--- src/rtl/exe_stage_mc.sv ---
// Execute stage: registers the decoded instruction, computes ALU results with a
// stalling radix-2 divider, drives the data SRAM request and forwards to decode.
module exe_stage_mc #(
  parameter int DATA_W = 32,
  parameter int ADDR_W = 32
) (
  input  logic                            clk,
  input  logic                            resetn,
  input  logic                            flush,
  input  logic                            ds2es_valid,
  output logic                            es_allowin,
  input  logic [31:0]                     ds_pc,
  input  logic [3:0]                      ds_op,
  input  logic [DATA_W-1:0]               ds_src1,
  input  logic [DATA_W-1:0]               ds_src2,
  input  logic [DATA_W-1:0]               ds_rkd,
  input  logic                            ds_mem_re,
  input  logic                            ds_mem_we,
  input  logic [1:0]                      ds_mem_size,
  input  logic                            ds_gr_we,
  input  logic [4:0]                      ds_dest,
  input  logic                            ms_allowin,
  output logic                            es2ms_valid,
  output logic [31:0]                     es2ms_pc,
  output logic [DATA_W-1:0]               es2ms_result,
  output logic                            es2ms_res_from_mem,
  output logic                            es2ms_gr_we,
  output logic [4:0]                      es2ms_dest,
  output logic [1:0]                      es2ms_mem_size,
  output logic [$clog2(DATA_W/8)-1:0]     es2ms_addr_lo,
  output logic                            es2ms_ale,
  output logic                            data_sram_en,
  output logic [DATA_W/8-1:0]             data_sram_we,
  output logic [ADDR_W-1:0]               data_sram_addr,
  output logic [DATA_W-1:0]               data_sram_wdata,
  output logic                            es_fwd_valid,
  output logic [4:0]                      es_fwd_dest,
  output logic [DATA_W-1:0]               es_fwd_data,
  output logic                            es_fwd_stall
);

  localparam int NB = DATA_W / 8;
  localparam int AL = $clog2(NB);
  localparam int SW = $clog2(DATA_W);
  localparam int CW = $clog2(DATA_W) + 1;

  typedef enum logic [3:0] {
    OP_ADD, OP_SUB, OP_AND, OP_OR, OP_XOR, OP_SLT, OP_SLTU, OP_SLL,
    OP_SRL, OP_SRA, OP_PASS2, OP_DIV, OP_DIVU, OP_MOD, OP_MODU, OP_RSV
  } op_e;

  typedef enum logic [1:0] {DIV_IDLE, DIV_BUSY, DIV_DONE} div_state_e;

  logic              es_valid;
  logic [31:0]       pc_r;
  op_e               op_r;
  logic [DATA_W-1:0] src1_r, src2_r, rkd_r;
  logic              mem_re_r, mem_we_r, gr_we_r;
  logic [1:0]        size_r;
  logic [4:0]        dest_r;

  div_state_e        div_state;
  logic [CW-1:0]     div_cnt;
  logic [DATA_W-1:0] rem_q, quo_q, dsr_q;

  logic              is_div, is_signed, is_mod, es_ready_go, handoff;
  logic              sign1, sign2;
  logic [DATA_W-1:0] mag1, mag2;
  logic [DATA_W:0]   trial, diff;
  logic              ge;
  logic [DATA_W-1:0] quo_fix, rem_fix, result;
  logic [AL-1:0]     addr_lo;
  logic              ale;
  logic [NB-1:0]     lane_mask;
  logic [DATA_W-1:0] wdata;

  assign is_div      = op_r inside {OP_DIV, OP_DIVU, OP_MOD, OP_MODU};
  assign is_signed   = op_r inside {OP_DIV, OP_MOD};
  assign is_mod      = op_r inside {OP_MOD, OP_MODU};
  assign es_ready_go = ~is_div | (div_state == DIV_DONE);
  assign es_allowin  = ~es_valid | (es_ready_go & ms_allowin);
  assign es2ms_valid = es_valid & es_ready_go & ~flush;
  assign handoff     = es2ms_valid & ms_allowin;

  // NOTE: sequential state uses non-blocking assignments so every register
  // samples pre-edge values regardless of block ordering.
  always_ff @(posedge clk or negedge resetn) begin
    if (!resetn)            es_valid <= 1'b0;
    else if (flush)         es_valid <= 1'b0;
    else if (es_allowin)    es_valid <= ds2es_valid;
  end

  // NOTE: payload registers take an explicit reset so a reset pipeline shows
  // deterministic values on every downstream port.
  always_ff @(posedge clk or negedge resetn) begin
    if (!resetn) begin
      pc_r     <= '0;
      op_r     <= OP_ADD;
      src1_r   <= '0;
      src2_r   <= '0;
      rkd_r    <= '0;
      mem_re_r <= 1'b0;
      mem_we_r <= 1'b0;
      size_r   <= '0;
      gr_we_r  <= 1'b0;
      dest_r   <= '0;
    end else if (ds2es_valid && es_allowin) begin
      pc_r     <= ds_pc;
      op_r     <= op_e'(ds_op);
      src1_r   <= ds_src1;
      src2_r   <= ds_src2;
      rkd_r    <= ds_rkd;
      mem_re_r <= ds_mem_re;
      mem_we_r <= ds_mem_we;
      size_r   <= ds_mem_size;
      gr_we_r  <= ds_gr_we;
      dest_r   <= ds_dest;
    end
  end

  // Restoring division runs on magnitudes; signs are applied on the way out.
  assign sign1 = is_signed & src1_r[DATA_W-1];
  assign sign2 = is_signed & src2_r[DATA_W-1];
  assign mag1  = sign1 ? -src1_r : src1_r;
  assign mag2  = sign2 ? -src2_r : src2_r;
  assign trial = {rem_q, quo_q[DATA_W-1]};
  assign diff  = trial - {1'b0, dsr_q};
  assign ge    = ~diff[DATA_W];

  always_ff @(posedge clk or negedge resetn) begin
    if (!resetn) begin
      div_state <= DIV_IDLE;
      div_cnt   <= '0;
      rem_q     <= '0;
      quo_q     <= '0;
      dsr_q     <= '0;
    end else begin
      case (div_state)
        DIV_IDLE: if (es_valid && is_div && !flush) begin
          div_state <= DIV_BUSY;
          div_cnt   <= '0;
          rem_q     <= '0;
          quo_q     <= mag1;
          dsr_q     <= mag2;
        end
        DIV_BUSY: if (flush) begin
          div_state <= DIV_IDLE;
          div_cnt   <= '0;
        end else begin
          rem_q   <= ge ? diff[DATA_W-1:0] : trial[DATA_W-1:0];
          quo_q   <= {quo_q[DATA_W-2:0], ge};
          div_cnt <= div_cnt + 1'b1;
          if (div_cnt == CW'(DATA_W - 1)) div_state <= DIV_DONE;
        end
        DIV_DONE: if (flush || handoff) begin
          div_state <= DIV_IDLE;
          div_cnt   <= '0;
        end
        default: div_state <= DIV_IDLE;
      endcase
    end
  end

  // Zero divisor overrides the sign fix-up: quotient all-ones, remainder = dividend.
  always_comb begin
    quo_fix = (sign1 ^ sign2) ? -quo_q : quo_q;
    rem_fix = sign1 ? -rem_q : rem_q;
    if (src2_r == '0) begin
      quo_fix = '1;
      rem_fix = src1_r;
    end
  end

  // NOTE: every combinational output gets a default first so no path can
  // leave it unassigned and infer a latch.
  always_comb begin
    result = src1_r + src2_r;
    case (op_r)
      OP_SUB:   result = src1_r - src2_r;
      OP_AND:   result = src1_r & src2_r;
      OP_OR:    result = src1_r | src2_r;
      OP_XOR:   result = src1_r ^ src2_r;
      OP_SLT:   result = {{(DATA_W-1){1'b0}}, $signed(src1_r) < $signed(src2_r)};
      OP_SLTU:  result = {{(DATA_W-1){1'b0}}, src1_r < src2_r};
      OP_SLL:   result = src1_r << src2_r[SW-1:0];
      OP_SRL:   result = src1_r >> src2_r[SW-1:0];
      OP_SRA:   result = $signed(src1_r) >>> src2_r[SW-1:0];
      OP_PASS2: result = src2_r;
      OP_DIV, OP_DIVU, OP_MOD, OP_MODU: result = is_mod ? rem_fix : quo_fix;
      default:  result = src1_r + src2_r;
    endcase
  end

  assign addr_lo = result[AL-1:0];

  always_comb begin
    ale = 1'b0;
    case (size_r)
      2'd1:    ale = addr_lo[0];
      2'd2:    ale = |addr_lo[1:0];
      2'd3:    ale = (DATA_W < 64) | (|addr_lo);
      default: ale = 1'b0;
    endcase
  end

  // Lane i carries byte (i mod access-size) of the store data.
  always_comb begin
    lane_mask = '0;
    wdata     = '0;
    for (int i = 0; i < NB; i++) begin
      lane_mask[i]    = (i < (1 << size_r));
      wdata[8*i +: 8] = rkd_r[8*(i % (1 << size_r)) +: 8];
    end
  end

  assign es2ms_ale       = ale & (mem_re_r | mem_we_r);
  assign data_sram_en    = handoff & (mem_re_r | mem_we_r) & ~ale;
  assign data_sram_we    = (data_sram_en & mem_we_r) ? (lane_mask << addr_lo) : '0;
  assign data_sram_addr  = result[ADDR_W-1:0];
  assign data_sram_wdata = wdata;

  assign es2ms_pc           = pc_r;
  assign es2ms_result       = result;
  assign es2ms_res_from_mem = mem_re_r;
  assign es2ms_gr_we        = gr_we_r;
  assign es2ms_dest         = dest_r;
  assign es2ms_mem_size     = size_r;
  assign es2ms_addr_lo      = addr_lo;

  assign es_fwd_valid = es_valid & gr_we_r & (dest_r != 5'd0);
  assign es_fwd_dest  = dest_r;
  assign es_fwd_data  = result;
  assign es_fwd_stall = es_valid & (mem_re_r | (is_div & (div_state != DIV_DONE)));

endmodule

--- config.mk ---
export PLATFORM = sky130hd
export DESIGN_NAME = exe_stage_mc
export DESIGN_NICKNAME = d
export VERILOG_FILES = /design/src/rtl/exe_stage_mc.sv
export SDC_FILE = /design/constraint.sdc
export NUM_CORES = 1
export LEC_CHECK = 0
export BUFFER_PORTS_ARGS = -buffer_cell sky130_fd_sc_hd__buf_4
export CORE_MARGIN = 4
export CORE_UTILIZATION = 30
export CTS_CLUSTER_SIZE = 10
export DETAILED_ROUTE_END_ITERATION = 16
export PLACE_DENSITY = 0.56
export SETUP_SLACK_MARGIN = 0.4
export SLEW_MARGIN = 25
export SYNTH_ARGS = -nofsm -noshare
export SYNTH_HDL_FRONTEND = slang
export SYNTH_SLANG_ARGS = --single-unit
export TNS_END_PERCENT = 10
--- constraint.sdc ---
create_clock -name clk -period 11.2 [get_ports clk]
set_input_delay 1.12 -clock clk [delete_from_list [all_inputs] [get_ports clk]]
set_output_delay 1.12 -clock clk [all_outputs]
set_load 0.05 [all_outputs]
==> summary.txt <==
Drt
  – Final ANT Viol Nets: 0
  – Initial DRC count: approximately 2700
  – Via total after detailed routing: 26644
  – First-pass iteration count of the detailed router: 5
  – Wire per inst: 23.18 um
  – DR DRC count: 0
  – Via density: 5.741
  – Total Routed Length: 107600 um

Worst setup path
  – R2R depth: 24
  – CP Launch Type: register
  – Endpoint type of the worst setup path: primary output
  – Crit Path Category: reg -> out
  – Max incr delay on CP: 0.78 ns
  – Reg2Reg Setup Slack: 4.91 ns
  – Critical Path Sink: data_sram_wdata[0]
  – Highest-delay cell along the critical path: dfrtp_1
  – CP Max Fanout: 16
  – Crit path launch: es2ms_mem_size[1]$_DFFE_PN0P_
  – Crit path DAT: 9.08 ns
  – Reg2Reg Launch Point: quo_q[31]$_DFFE_PN0P_
  – Req. time, crit path: 10.08 ns
  – Worst r2r dst: rem_q[5]$_DFFE_PN0P_
  – Cell mode on critical path: a211oi_1

Synth
  – Flops & latches, synth: 247
  – Net count after synthesis: 3618
  – Synth Flop Type: dfrtp_1
  – EDFF count, synth: 0
  – YS warnings: 0
  – Most common cell in the synthesized netlist: nor2_1
  – Synth Cell Area: 26180 um2
  – Mean post-synth cell area: 7.886 um2
  – Seq/Total Area, Yosys: 23.61%
  – Cell taking the most area after synthesis: dfrtp_1
  – Mapped Cells: 3320
  – Synth cell types: 95
  – Area fraction of the dominant cell type after synthesis: a little under a quarter
  – Ranking of synthesized cells by instance count: nor2_1, o21ai_0, nand2_1
  – Fraction of registers with async set/reset: 100.0%
  – Ranking of synthesized cells by area: dfrtp_1, ha_1, mux2_2

GRT
  – GRT Max-Usage Layer: met2
  – Met2 Use GR: between 30% and 40%
  – Antenna violations before repair: 0
  – Largest net degree at the start of global routing: 93
  – Total grt overflow: 0
  – Met3 GRT Util: 3.646%
  – Vias in the first global route: between 20000 and 30000
  – First-pass GRT wire length: 159300 um
  – Routing usage on met1: 29.44%
  – Total GRT Usage: 22.26%

STA
  – Final setup violation count: 0
  – TNS Setup: 0 ns
  – PnR worst setup slack: 0.9989 ns
  – Max-slew headroom: 26.56%
  – Fin crit period: around 10 ns
  – Max-slew violation count: 0
  – RSZ-0062 raised after global routing: no
  – Final Hold Vio Count: 0
  – Hold_ws: 0.4781 ns
  – Clock Skews: 0.03053 ns
  – Worst-Margin Slew: 1.093 ns
  – Fmax: 98.03 MHz
  – Period Utilization, post-route: 91.08%

Floorplan
  – Die ar.: 92060 um2
  – # rows: 108
  – Die width: roughly 300 um
  – Placeable Area: 86620 um2
  – I/O pins: 333
  – Die height: about 300 um
  – Initial Util: 30.22%

Placed design
  – Detailed placer's ending HPWL: between 80000 and 90000 um
  – Port bufs: 332
  – Placer Congestion: 1.043
  – Place WS: between 1.5 and 2 ns

Clock network
  – Root buffer cell: clkbuf_16
  – Skew-Pair Late Insertion Delay: 0.57 ns
  – CTS tree: built
  – CTS Sinks: 247
  – Total CTS buffers: 34
  – Post-CTS Hold Buffers: 0
  – H-tree levels: 2
  – Clock transition at path regs: around 0.060 ns
  – Clock buffer depth: 3

Finish
  – Layout cell share with drive strength beyond 1: roughly a fifth
  – Area Growth Syn to Fin: 16.19%
  – Core Util, Final: 35.12%
  – Final net count: 3765

Worst hold path
  – Min-Delay Path Class: reg -> reg

Power and ir drop
  – Leak: 13.10 nW
  – Power Density: 256.4 nW/um2
  – Total power: between 7 and 8 mW
  – Max rail drop VDD: 0.2201 mV

Run status
  – Outcome: completed

Flow run
  – Max Cap Violations: 0
cells by family (layout without fill, tap and decap cells):
| family | after synthesis | count (layout) | synth area share [%] |
|---|---|---|---|
| buf+inv | 468 | 633 | 7.910 |
| other cells | 0 | 1 | 0 |
| mux | 313 | 313 | 14.51 |
| compound gates | 1000 | 1000 | 24.41 |
| fa+ha+maj | 151 | 151 | 7.303 |
| xor+xnor | 149 | 149 | 4.985 |
| simple gates | 992 | 992 | 17.27 |
| flops | 247 | 247 | 23.61 |
placed cells by master, fill, tap and decap left out, types with 37 or more instances in the layout:
cell and count:
dfrtp_1 244, mux2i_1 118, mux4_2 37, inv_1 179, a21oi_1 237, buf_4 395
nor3_1 84, xnor2_1 114, mux2_2 148, a221oi_1 42, nor2_1 338, a211oi_1 37
o21ai_0 300, o211ai_1 37, nand3_1 76, ha_1 148, nand2_1 281
area by class of cell:
class	count	area [um2]
clock buffer	45	973.4
antenna	1	2.502
multi-input combinational	2605	18030
tap	1155	1445
inverter	183	686.9
fill	9092	56200
sequential	247	6185
clock inverter	9	118.9
timing repair buffer	396	2980
flip-flops by register name, summed over array words and instances (netlist names), 2 cells and up:
signal,count
dsr_q,32
es2ms_pc,32
quo_q,32
rem_q,32
rkd_r,32
src1_r,32
src2_r,32
div_cnt,6
es2ms_dest,5
op_r,4
div_state,2
es2ms_mem_size,2
worst min path at each step:
stage                                start                      to  slack [ns]  depth (start not counted)
floorplan           div_cnt[5]$_DFFE_PN0P_  div_cnt[5]$_DFFE_PN0P_        0.45                          1
global placement     dsr_q[24]$_DFFE_PN0P_   dsr_q[24]$_DFFE_PN0P_        0.46                          2
detailed placement   dsr_q[13]$_DFFE_PN0P_   dsr_q[13]$_DFFE_PN0P_        0.47                          2
CTS                  dsr_q[13]$_DFFE_PN0P_   dsr_q[13]$_DFFE_PN0P_        0.48                          2
global route        div_cnt[5]$_DFFE_PN0P_  div_cnt[5]$_DFFE_PN0P_        0.49                          1
finish               dsr_q[22]$_DFFE_PN0P_   dsr_q[22]$_DFFE_PN0P_        0.48                          2
metrics by stage:
step,instances,instance area (um2)
6_report,4641,30420
5_1_grt,4640,30420
4_1_cts,4640,30400
3_5_place_dp,4586,29310
3_3_place_gp,4586,29310
2_1_floorplan,3320,26180
critical path, delay by kind of cell, from the launching register on:
kind            cells  cell delay, ns
mux                 2            0.72
buf+inv             5            1.06
fa+ha+maj           2            0.68
simple gates        6            1.49
compound gates     12            3.75
flops               1            0.78
where the power goes:
group	switching [mW]	internal, mW
registers	0.345	1.12
clock network	0.454	0.656
logic	3.43	1.80
routing by layer:
| layer | wire length [um] | up-vias |
|---|---|---|
| met5 | 0 | - |
| met4 | 4823 | 0 |
| met3 | 7995 | 235 |
| met2 | 49610 | 1181 |
| met1 | 45130 | 12952 |
| li1 | - | 12276 |
timing repair:
| item | CTS | global route |
|---|---|---|
| setup endpoints to repair | 0 | 1 |
| endpoints found under the hold margin | 0 | 0 |
| resized for setup | 0 | 2 |
| buffers inserted | 0 | 0 |
Power figures use the tool's default switching activity.
